File: config.mk
export PLATFORM = sky130hd
export DESIGN_NAME = l_mac_seq
export DESIGN_NICKNAME = d
export VERILOG_FILES = /design/src/rtl/g729_pkg.sv /design/src/rtl/l_mult_sat.sv /design/src/rtl/l_mac_seq.sv
export SDC_FILE = /design/constraint.sdc
export NUM_CORES = 1
export LEC_CHECK = 0
export CORE_MARGIN = 8
export CORE_UTILIZATION = 38
export DETAILED_ROUTE_END_ITERATION = 8
export SETUP_SLACK_MARGIN = 0.15
export SYNTH_ARGS = -nofsm -noshare
export SYNTH_HDL_FRONTEND = slang
export SYNTH_HIERARCHICAL = 1
export SYNTH_SLANG_ARGS = --single-unit
File: constraint.sdc
create_clock -name clock -period 10.4 [get_ports clock]
set_clock_uncertainty 0.1 [all_clocks]
set_input_delay 1.56 -clock clock [delete_from_list [all_inputs] [get_ports clock]]
set_output_delay 1.56 -clock clock [all_outputs]
set_load 0.01 [all_outputs]
File: src/rtl/g729_pkg.sv
// Shared types and saturation limits for the G.729-style MAC datapath.
// Limits are functions of the operand width so every user stays consistent.
package g729_pkg;

    typedef enum logic [1:0] {
        S_IDLE,
        S_RUN,
        S_DRAIN,
        S_DONE
    } mac_state_t;

    // Largest signed value representable in w bits (w <= 63)
    function automatic longint max_s(int w);
        return (64'sd1 <<< (w - 1)) - 64'sd1;
    endfunction

    // Smallest signed value representable in w bits (w <= 63)
    function automatic longint min_s(int w);
        return -(64'sd1 <<< (w - 1));
    endfunction

endpackage

File: src/rtl/l_mult_sat.sv
// Saturating fractional multiply: p = 2*a*b, clamped for MIN*MIN.
// Purely combinational; the caller registers the result.
module l_mult_sat #(
    parameter int WIDTH = 16
) (
    input  logic [WIDTH-1:0]   i_a,
    input  logic [WIDTH-1:0]   i_b,
    output logic [2*WIDTH-1:0] o_p,
    output logic               o_ovf
);
    import g729_pkg::*;

    localparam int W2 = 2 * WIDTH;
    localparam logic [WIDTH-1:0] MIN_W  = WIDTH'(min_s(WIDTH));
    localparam logic [W2-1:0]    MAX_2W = W2'(max_s(W2));

    logic [W2-1:0] w_ae;
    logic [W2-1:0] w_be;
    logic [W2-1:0] w_prod;

    assign w_ae   = {{WIDTH{i_a[WIDTH-1]}}, i_a};
    assign w_be   = {{WIDTH{i_b[WIDTH-1]}}, i_b};
    assign w_prod = w_ae * w_be;

    // Only MIN*MIN cannot be doubled within 2*WIDTH bits
    always_comb begin
        o_ovf = (i_a == MIN_W) && (i_b == MIN_W);
        o_p   = o_ovf ? MAX_2W : {w_prod[W2-2:0], 1'b0};
    end

endmodule

File: src/rtl/l_mac_seq.sv
// Sequential L_mac / L_msu accumulator over a stream of operand pairs.
// Optional macro L_MAC_SEQ_ROUND_EN adds a rounded upper-half output.
module l_mac_seq #(
    parameter int WIDTH = 16,
    parameter int LEN_W = 8
) (
    input  logic               clock,
    input  logic               reset,
    input  logic               start,
    input  logic               msu,
    input  logic [LEN_W-1:0]   len,
    input  logic [2*WIDTH-1:0] acc_init,
    input  logic               in_valid,
    output logic               in_ready,
    input  logic [WIDTH-1:0]   a,
    input  logic [WIDTH-1:0]   b,
    output logic               busy,
    output logic               done,
    output logic [2*WIDTH-1:0] result,
`ifdef L_MAC_SEQ_ROUND_EN
    output logic [WIDTH-1:0]   round_out,
`endif
    output logic               overflow
);
    import g729_pkg::*;

    localparam int W2 = 2 * WIDTH;
    localparam logic [W2-1:0] MAX_2W = W2'(max_s(W2));
    localparam logic [W2-1:0] MIN_2W = W2'(min_s(W2));

    mac_state_t r_state;
    mac_state_t w_next;

    logic [W2-1:0]    r_acc;
    logic [W2-1:0]    r_p;
    logic [W2-1:0]    r_result;
    logic             r_p_vld;
    logic             r_msu;
    logic             r_ovf;
    logic             r_drn;
    logic [LEN_W-1:0] r_cnt;

    logic          w_start;
    logic          w_accept;
    logic [W2-1:0] w_p;
    logic          w_povf;
    logic [W2:0]   w_sum;
    logic          w_sat;
    logic [W2-1:0] w_acc_n;

    assign in_ready = (r_state == S_RUN);
    assign busy     = (r_state != S_IDLE);
    assign done     = (r_state == S_DONE);
    assign result   = r_result;
    assign overflow = r_ovf;
    assign w_start  = (r_state == S_IDLE) && start;
    assign w_accept = in_valid && in_ready;

    l_mult_sat #(.WIDTH(WIDTH)) u_mult (
        .i_a   (a),
        .i_b   (b),
        .o_p   (w_p),
        .o_ovf (w_povf)
    );

    // Stage-2 add/subtract at one extra bit, then clamp
    always_comb begin
        w_sum = r_msu ? ({r_acc[W2-1], r_acc} - {r_p[W2-1], r_p})
                      : ({r_acc[W2-1], r_acc} + {r_p[W2-1], r_p});
        w_sat = w_sum[W2] != w_sum[W2-1];
        if (w_sat) begin
            w_acc_n = w_sum[W2] ? MIN_2W : MAX_2W;
        end else begin
            w_acc_n = w_sum[W2-1:0];
        end
    end

`ifdef L_MAC_SEQ_ROUND_EN
    logic [WIDTH-1:0] r_round;
    logic [W2:0]      w_rsum;
    logic             w_rsat;

    assign round_out = r_round;

    // Rounding can only push past the positive limit
    always_comb begin
        w_rsum = {r_acc[W2-1], r_acc} + {{(WIDTH + 1){1'b0}}, 1'b1, {(WIDTH - 1){1'b0}}};
        w_rsat = w_rsum[W2] != w_rsum[W2-1];
    end

    // Capture the rounded result alongside the full result
    always_ff @(posedge clock) begin
        if (!reset) begin
            r_round <= '0;
        end else if (r_state == S_DRAIN && r_drn) begin
            r_round <= w_rsat ? MAX_2W[W2-1:WIDTH] : w_rsum[W2-1:WIDTH];
        end
    end
`else
    logic w_rsat;
    assign w_rsat = 1'b0;
`endif

    // Next-state logic for the run sequence
    always_comb begin
        w_next = r_state;
        unique case (r_state)
            S_IDLE: begin
                if (start) begin
                    w_next = (len == '0) ? S_DRAIN : S_RUN;
                end
            end
            S_RUN: begin
                if (w_accept && r_cnt == LEN_W'(1)) begin
                    w_next = S_DRAIN;
                end
            end
            S_DRAIN: begin
                if (r_drn) begin
                    w_next = S_DONE;
                end
            end
            S_DONE: w_next = S_IDLE;
            default: w_next = S_IDLE;
        endcase
    end

    // State register
    always_ff @(posedge clock) begin
        if (!reset) begin
            r_state <= S_IDLE;
        end else begin
            r_state <= w_next;
        end
    end

    // Run parameters, pair counter and the two-cycle drain timer
    always_ff @(posedge clock) begin
        if (!reset) begin
            r_msu <= 1'b0;
            r_cnt <= '0;
            r_drn <= 1'b0;
        end else begin
            r_drn <= (r_state == S_DRAIN);
            if (w_start) begin
                r_msu <= msu;
                r_cnt <= len;
            end else if (w_accept) begin
                r_cnt <= r_cnt - LEN_W'(1);
            end
        end
    end

    // Product register, accumulator and sticky overflow
    always_ff @(posedge clock) begin
        if (!reset) begin
            r_p     <= '0;
            r_p_vld <= 1'b0;
            r_acc   <= '0;
            r_ovf   <= 1'b0;
        end else begin
            r_p_vld <= w_accept;
            if (w_accept) begin
                r_p <= w_p;
            end
            if (w_start) begin
                r_acc <= acc_init;
                r_ovf <= 1'b0;
            end else begin
                if (r_p_vld) begin
                    r_acc <= w_acc_n;
                end
                if ((w_accept && w_povf) || (r_p_vld && w_sat) ||
                    (r_state == S_DRAIN && r_drn && w_rsat)) begin
                    r_ovf <= 1'b1;
                end
            end
        end
    end

    // Publish the accumulator once the pipeline has drained
    always_ff @(posedge clock) begin
        if (!reset) begin
            r_result <= '0;
        end else if (r_state == S_DRAIN && r_drn) begin
            r_result <= r_acc;
        end
    end

endmodule
==> results of run 1 <==
==> worst max-delay path by stage <==
stage / startpoint / slack [ns] / end / depth (start not counted)
2_1_floorplan: a[15] / 2.90 / r_p[29] / 24
3_3_place_gp: b[1] / 1.89 / r_p[29] / 23
3_5_place_dp: b[1] / 1.76 / r_p[29] / 23
4_1_cts: b[1] / 2.14 / r_p[29] / 23
5_1_grt: b[1] / 1.78 / r_p[29] / 23
6_report: b[1] / 2.11 / r_p[29] / 23
==> cell type report <==
| type | count | share of cell area |
|---|---|---|
| multi-input combinational | 1574 | 0.704 |
| sequential | 110 | 0.115 |
| timing repair buffer | 125 | 0.0638 |
| inverter | 315 | 0.0619 |
| tap | 600 | 0.0393 |
| clock buffer | 10 | 0.0120 |
| clock inverter | 6 | 0.00360 |
==> cells by family (layout without fill, tap and decap cells) <==
family | count (synthesis) | count (layout) | share of synthesized area
xor+xnor | 88 | 88 | 0.0448
flops | 110 | 110 | 0.128
buf+inv | 412 | 456 | 0.0915
fa+ha+maj | 377 | 377 | 0.386
compound gates | 382 | 382 | 0.147
simple gates | 723 | 723 | 0.201
mux | 4 | 4 | 0.00232
==> worst reg2reg max path, delay by kind of cell (launching register included) <==
| kind | cells | cell delay, ns |
|---|---|---|
| simple gates | 7 | 3.31 |
| compound gates | 6 | 1.11 |
| fa+ha+maj | 1 | 0.40 |
| flops | 1 | 0.37 |
| xor+xnor | 1 | 0.28 |
| buf+inv | 1 | 0.24 |
==> layout by cell type, fill, tap and decap left out, drive strengths merged, types with 18 or more instances in the layout <==
cell type        n
fa             257
dfxtp          110
clkdlybuf4s50  112
nor3            28
inv            317
ha             120
a21boi          27
xnor2           70
a21o            21
a21oi          126
nor4            18
and2           127
nand2          346
nand3           32
o21ai           74
nor2            87
xor2            18
a211oi          23
==> state kept, by name, summed over array words and instances (netlist names) <==
| name | cells |
|---|---|
| r_state | 2 |
| r_msu | 1 |
| r_cnt | 8 |
| overflow | 1 |
| result | 32 |
| r_acc | 32 |
| r_p_vld | 1 |
| r_drn | 1 |
| r_p | 32 |
==> routing by layer <==
layer	track usage	vias up	wire [um]
met4	0.0570	0	1400
li1	-	6842	-
met2	0.333	306	24200
met5	0	-	0
met1	0.237	7122	21400
met3	0.0184	66	1820
==> through the flow <==
stage,instance area (um^2),std cells,setup slack [ns]
final,19100,2740,2.11
after global routing,19100,2740,1.78
after CTS,19100,2740,2.14
after detailed placement,18800,2724,1.76
after global placement,18800,2724,1.89
after floorplan,17200,2096,2.90
==> metrics.md, run 1 <==
| Metric | Value |
|---|---|
| Status | finished, final reports clean |
| Netlist Area Pre-Place | 17,200 um^2 |
| Core Util, Final | 0.424 |
| CP max FO | 17 |
| Total CTS buffers | 9 |
| Setup crit end kind | register |
| Clock root cell | clkbuf_16 |
| Relative slew slack | 0.227 |
| Critical path startpoint category | input pin |
| TritonRoute pass-1 iters | 5 |
| # setup viols final | 0 |
| R2r setup slk | approximately 4.4 ns |
| Hold Crit Depth | 2 |
| Avg Inst Size Synth | 8.22 um^2 |
| Sequential element share of the synthesized area | 0.128 |
| Synth Net Count | 2,550 |
| RSZ-0062 raised after global routing | false |
| Worst Tran Pin Value | 1.16 ns |
| Grt ovf | 0 |
| Starting density of the core | 0.382 |
| Tcrit/Tclk final | 0.797 |
| 1st-iter DRT viols | 675 |
| I/O Pins | 113 |
| Critical Path RT | 10.59 ns |
| Initial antenna violation count | 0 |
| Worst Hold End | result[15] |
| Hold Crit Start | result[15] |
| First-pass GRT wire length | 80,600 um |
| GP Congestion | ~0.93 |
| Clk_lat worst skew | 0.36 ns |
| Most used cell along the critical path | fa_1 |
| Sum Neg Setup Slack | 0 ns |
| Share of cells above drive strength 1 | 0.0313 |
| H-tree Lvls | 3 |
| Cells on worst reg2reg path | 16 |
| Synth cell types | 83 |
| Hold Path Class | reg -> reg |
| CP max stage cell | clkdlybuf4s50_1 |
| CTS sink cnt | 110 |
| Reg clk slew, reported paths | 0.08 ns |
| Synth top cells by count | nand2_1, inv_1, fa_1 |
| Worst r2r src | r_p[4] |
| Vias/cell | around 5.2 |
| Post-synth EDFFs | 0 |
| Setup bufs post-CTS | 0 |
| Capturing point of the worst reg2reg path | r_acc[14] |
| CTS Hold Bufs | 0 |
| Nets | approximately 2,600 |
| Drt wl/cell | ~18 um |
| CTS tree | built |
| Row cnt | 78 |
| Critical Path AT | 8.48 ns |
| Post-CTS resize count | 0 |
| CP delay by family, top | adder cells |
| Count of final hold-check violations | 0 |
| Port Buffers | 112 |
| DRC Markers | 0 |
| Cell taking the most area after synthesis | fa_1 |
| Dominant synthesized flop cell | dfxtp_1 |
| Count leader, synth | nand2_1 |
| Synth-to-layout area growth | 10.9% |
| CORE AREA | 45,100 um^2 |
| Critical Path Max Stage Delay | 0.80 ns |
| Max-Cap Viols | 0 |
| Antenna Cells | 0 |
| Die height | 229 um |
| Largest net degree at the start of global routing | 51 |
| Max Slew Vio Count | 0 |
| Asr flop ratio synth | 0 |
| Fmax | 0.121 GHz |
| Remaining antenna violation count | 0 |
| Syn Inst Count | 2,096 |
| Routed WL | 48,800 um |
| FF+latch area | 2200 um^2 |
| GRT Util Overall | 0.187 |
| Crit path kind | in -> reg |
| Vias | between 10,000 and 15,000 |
| Final hold slack | 0.356 ns |
| Fill cells | 4,628 |
| Clock Tree Buf Depth | 2 |
| Top cells by area, synth | fa_1, dfxtp_1, ha_1, nand2_1, inv_1 |
| Seq cells post-synth | 110 |
| Number of buffers and inverters on the critical path | 7 |
| Yosys warning count | 6 |
| Crit path time final | between 8 and 9 ns |
| CP Cell Sequence | clkdlybuf4s50_1 > nand2_1 > inv_1 > fa_1 > inv_1 > fa_1 > inv_1 > fa_1 > fa_1 > fa_1 > inv_1 > fa_1 > inv_1 > ha_1 > inv_2 > o21bai_1 > a21o_1 > a22o_1 > a31o_4 > o211a_1 > nor4_1 > nand2_1 > a21oi_1 |
| Vias in the first global route | approximately 15,000 |
| Multi-input logic area | approximately 13,000 um^2 |
| Detailed placement HPWL | roughly 40,000 um |
| Die outline width | 229 um |
| Share of the synthesized area in the top cell type | 0.299 |
| Die area | 52,400 um^2 |
Power of run 1 is left out: the tool's default activity adds up to more than one toggle a clock period on the data nets, which glitch-free logic cannot reach.
==> run 2, diff against run 1 <==
==> constraint.sdc (replaced) <==
create_clock -name clock -period 8.3 [get_ports clock]
set_clock_uncertainty 0.1 [all_clocks]
set_input_delay 1.245 -clock clock [delete_from_list [all_inputs] [get_ports clock]]
set_output_delay 1.245 -clock clock [all_outputs]
set_load 0.01 [all_outputs]
==> metrics.md, run 2 (synthesized netlist as in run 1, its figures left out) <==
| Metric | Value |
|---|---|
| CTS sink cnt | 110 |
| Clock root cell | clkbuf_16 |
| Status | finished, final reports clean |
| Drt wl/cell | between 15 and 20 um |
| TritonRoute pass-1 iters | 5 |
| Crit path kind | in -> reg |
| Port Buffers | roughly 110 |
| CTS Hold Bufs | 0 |
| Worst Hold End | result[15] |
| Reg clk slew, reported paths | around 0.070 ns |
| Most frequent cells in the layout | nand2_1, inv_1, fa_1 |
| Remaining antenna violation count | 0 |
| Critical Path AT | 7.82 ns |
| Vias/cell | 5.21 |
| I/O Pins | 113 |
| Critical path startpoint category | input pin |
| Grt ovf | 0 |
| Detailed placement HPWL | 40,000 um |
| H-tree Lvls | 3 |
| GRT Util Overall | 0.189 |
| Critical Path RT | 8.49 ns |
| Hold Path Class | reg -> reg |
| 1st-iter DRT viols | 642 |
| Share of cells above drive strength 1 | 0.0429 |
| Hold Crit Depth | 2 |
| Most used cell along the critical path | fa_1 |
| CTS tree | built |
| Post-CTS resize count | 0 |
| CORE AREA | 45,100 um^2 |
| Row cnt | 78 |
| Max Slew Vio Count | 0 |
| Total CTS buffers | 9 |
| FF+latch area | 2200 um^2 |
| Max-Cap Viols | 0 |
| Worst Tran Pin Value | 1.11 ns |
| Tcrit/Tclk final | 0.918 |
| Fmax | about 0.13 GHz |
| CP max FO | 9 |
| Count of final hold-check violations | 0 |
| First-pass GRT wire length | between 80,000 and 90,000 um |
| Die height | 229 um |
| Cells on worst reg2reg path | 15 |
| Starting density of the core | 0.382 |
| Synth-to-layout area growth | 11.9% |
| GP Congestion | 0.912 |
| Fin area | 19,300 um^2 |
| Fill cells | 4,579 |
| Capturing point of the worst reg2reg path | r_acc[14] |
| Sum Neg Setup Slack | 0 ns |
| CP max stage cell | clkdlybuf4s50_1 |
| DRC Markers | 0 |
| Vias in the first global route | 15,400 |
| Critical Path Max Stage Delay | 0.62 ns |
| Setup crit end kind | register |
| Routed WL | 49,400 um |
| Setup bufs post-CTS | 0 |
| Die area | 52,400 um^2 |
| # setup viols final | 0 |
| Nets | 2,615 |
| Crit path time final | 7.62 ns |
| Worst r2r src | r_p[10] |
| RSZ-0062 raised after global routing | false |
| Clock Tree Buf Depth | 2 |
| Relative slew slack | 0.258 |
| Antenna Cells | 0 |
| Most common cell after layout, fill and taps aside | nand2_1 |
| Largest net degree at the start of global routing | around 50 |
| Final hold slack | 0.356 ns |
| Vias | 14,400 |
| Hold Crit Start | result[15] |
| Initial antenna violation count | 0 |
| CP Cell Sequence | clkdlybuf4s50_1 > nand2_1 > inv_1 > fa_1 > inv_1 > fa_1 > inv_1 > fa_1 > fa_1 > fa_1 > inv_1 > fa_1 > inv_1 > ha_1 > inv_2 > o21bai_1 > a21o_1 > a22o_1 > a31o_4 > o211a_1 > nor4_1 > nand2_1 > a21oi_1 |
| R2r setup slk | 2.25 ns |
| Placed Area | 19,000 um^2 |
| Die outline width | 229 um |
| Multi-input logic area | between 10,000 and 15,000 um^2 |
| Clk_lat worst skew | 0.37 ns |
## run 2: changes by cell type in the layout (fill, tap and decap cells not counted)
| cell | previous run | this run |
|---|---|---|
| buf_4 | 13 | 39 |
| clkinv_2 | 0 | 1 |
| clkinv_8 | 2 | 0 |
| clkinvlp_4 | 1 | 0 |
| inv_6 | 1 | 3 |
## run 2: area by class of cell
type	instances	share of cell area
Clock inverter	6	0.00266
Tap cell	600	0.0390
Sequential cell	110	0.114
Timing Repair Buffer	151	0.0734
Inverter	315	0.0613
Multi-Input combinational cell	1574	0.698
Clock buffer	10	0.0119
## run 2: worst max path at each step
stage,start,to,slack [ns],depth (start not counted)
2_1_floorplan,a[15],r_p[29],1.12,24
3_3_place_gp,b[4],r_p[29],0.55,21
3_5_place_dp,b[4],r_p[29],0.37,21
4_1_cts,b[4],r_p[29],0.72,21
5_1_grt,b[4],r_p[29],0.48,21
6_report,a[15],r_p[29],0.68,23
## run 2: metrics by stage
stage	setup slack (ns)	cells	utilization
global placement	0.546	2750	0.421
CTS	0.719	2766	0.427
detailed placement	0.365	2750	0.421
floorplan	1.12	2096	-
finish	0.677	2766	0.427
global route	0.484	2766	0.427
## run 2: metal layers
metal / GRT usage / up-vias / routed length, um
li1: - / 6897 / -
met1: 0.238 / 7132 / 21800
met2: 0.334 / 298 / 24200
met3: 0.0237 / 76 / 2070
met4: 0.0562 / 0 / 1310
met5: 0 / - / 0
## run 2: critical path: cells and delay by family
family          cells  cell delay, ns
compound gates      6            1.09
buf+inv             7            1.32
fa+ha+maj           7            3.49
simple gates        3            0.65
Power of run 2 is left out for the same reason.
==> run 3, diff against run 2 <==
--- a/config.mk
+++ b/config.mk
@@ -6,8 +6,11 @@
 export NUM_CORES = 1
 export LEC_CHECK = 0
 export CORE_MARGIN = 8
-export CORE_UTILIZATION = 38
+export CORE_UTILIZATION = 50
 export DETAILED_ROUTE_END_ITERATION = 8
+export GPL_ROUTABILITY_DRIVEN = 0
+export GPL_TIMING_DRIVEN = 0
+export PLACE_DENSITY = 0.69
 export SETUP_SLACK_MARGIN = 0.15
 export SYNTH_ARGS = -nofsm -noshare
 export SYNTH_HDL_FRONTEND = slang
==> metrics.md, run 3 (synthesized netlist as in run 1, its figures left out) <==
| Metric | Value |
|---|---|
| Status | finished, final reports clean |
| Die area | 40,600 um^2 |
| Starting density of the core | 0.504 |
| Grt ovf | 0 |
| Crit path kind | in -> reg |
| CP Cell Sequence | clkdlybuf4s50_1 > clkbuf_1 > nand2_1 > fa_1 > inv_1 > fa_1 > inv_1 > fa_1 > inv_1 > fa_1 > fa_1 > inv_1 > fa_1 > inv_1 > ha_1 > nand3_1 > nor2_1 > a21boi_2 > o311ai_1 > a21oi_2 > a21oi_1 > mux2i_1 > nand2_1 > a21oi_1 |
| Fill cells | roughly 3,200 |
| Port Buffers | 105 |
| CP delay by family, top | adder cells |
| Sum Neg Setup Slack | 0 ns |
| 1st-iter DRT viols | approximately 1,200 |
| Share of cells above drive strength 1 | 0.0369 |
| Total CTS buffers | 9 |
| GRT Util Overall | 0.247 |
| Fin area | 19,200 um^2 |
| Count of final hold-check violations | 0 |
| Vias in the first global route | 15,300 |
| Max Slew Vio Count | 0 |
| Initial antenna violation count | 0 |
| Hold Path Class | reg -> reg |
| Pre-CTS setup slack | -0.199 ns |
| Clk_lat worst skew | 0.36 ns |
| # setup viols final | 0 |
| Clock Tree Buf Depth | 2 |
| Most used cell along the critical path | fa_1 |
| CTS Hold Bufs | 0 |
| CTS sink cnt | 110 |
| Critical Path RT | 8.48 ns |
| Largest net degree at the start of global routing | 18 |
| DRC Markers | 0 |
| CTS tree | built |
| Most frequent cells in the layout | nand2_1, inv_1, fa_1 |
| Number of buffers and inverters on the critical path | 7 |
| CP max FO | 10 |
| Most common cell after layout, fill and taps aside | nand2_1 |
| CORE AREA | 34,200 um^2 |
| Routed WL | between 40,000 and 50,000 um |
| Setup crit end kind | register |
| Nets | 2,673 |
| R2r setup slk | between 1.5 and 2 ns |
| Tcrit/Tclk final | 0.947 |
| H-tree Lvls | 3 |
| I/O Pins | 113 |
| Max-Cap Viols | 0 |
| Crit path time final | 7.86 ns |
| Placed Area | 18,800 um^2 |
| First-pass GRT wire length | 81,300 um |
| Critical Path AT | 8.05 ns |
| Drt wl/cell | ~19 um |
| Detailed placement HPWL | 41,400 um |
| Fmax | 0.127 GHz |
| Reg clk slew, reported paths | 0.07 ns |
| Worst Tran Pin Value | 1.12 ns |
| Critical Path Max Stage Delay | about 0.76 ns |
| Die height | 202 um |
| RSZ-0062 raised after global routing | true |
| Vias | 15,100 |
| Vias/cell | 5.65 |
| Clock root cell | clkbuf_16 |
| Die outline width | 202 um |
| TritonRoute pass-1 iters | 5 |
| Synth-to-layout area growth | 11.6% |
| Relative slew slack | 0.235 |
| Critical path startpoint category | input pin |
| Row cnt | 68 |
| Remaining antenna violation count | 0 |
| CP max stage cell | clkdlybuf4s50_1 |
| Final WS setup | 0.438 ns |
[run 3: changes by cell type in the layout (fill, tap and decap cells not counted), sizes merged]
| cell | previous run | this run |
|---|---|---|
| clkinvlp | 0 | 2 |
| clkdlybuf4s50 | 112 | 105 |
| clkinv | 2 | 3 |
| buf | 39 | 25 |
| inv | 319 | 314 |
| diode | 0 | 1 |
| clkbuf | 10 | 91 |
[run 3: area by class of cell]
class	count	area [um^2]	area share
multi-input combinational	1574	13500	0.700
sequential	110	2200	0.115
inverter	315	1190	0.0617
timing repair buffer	112	1100	0.0574
tap	455	569	0.0296
buffer	97	400	0.0208
clock buffer	12	267	0.0139
clock inverter	4	30.0	0.00156
antenna	1	2.50	0.000130
[run 3: what timing repair did]
action | 4_1_cts | 5_1_grt
gates resized for setup | 0 | 15
setup endpoints to repair | 0 | 6
setup buffers | 0 | 7
hold endpoints to repair | 0 | 0
[run 3: layer usage]
metal  wire length, um  global-route usage  share of wire
met1             20700               0.326           0.42
met2             23400               0.403           0.47
met3              3900              0.0404          0.078
met4              1840              0.0926          0.037
met5                 0                   0              0
[run 3: through the flow]
stage	hold slack (ns)	utilization	cells
5_1_grt	0.385	0.562	2679
2_1_floorplan	0.332	-	2096
4_1_cts	0.359	0.560	2672
3_5_place_dp	0.348	0.551	2656
6_report	0.352	0.562	2680
3_3_place_gp	0.341	0.551	2656
[run 3: worst paths after layout]
kind                                 start          to  depth (start not counted)
worst max register to register      r_p[4]    r_acc[1]                         17
worst min register to register  result[12]  result[12]                          2
worst min-delay path            result[12]  result[12]                          2
worst max-delay path                  a[5]     r_p[30]                         24
[run 3: worst reg2reg max path: stages, from the launching register on]
cell and delay (ns):
dfxtp_1 0.38, or4_4 0.60, nor4_1 0.88, nand2_1 0.22, nor3_1 0.47, a21oi_1 0.17, xnor2_1 0.28, ha_1 0.29
clkbuf_1 0.20, o21ai_0 0.28, o211ai_1 0.12, a21oi_1 0.19, o21ai_0 0.15, nor3_1 0.79, o22ai_2 0.42, buf_2 0.35
a21oi_1 0.23, o22ai_1 0.11
Power of run 3 is left out for the same reason.
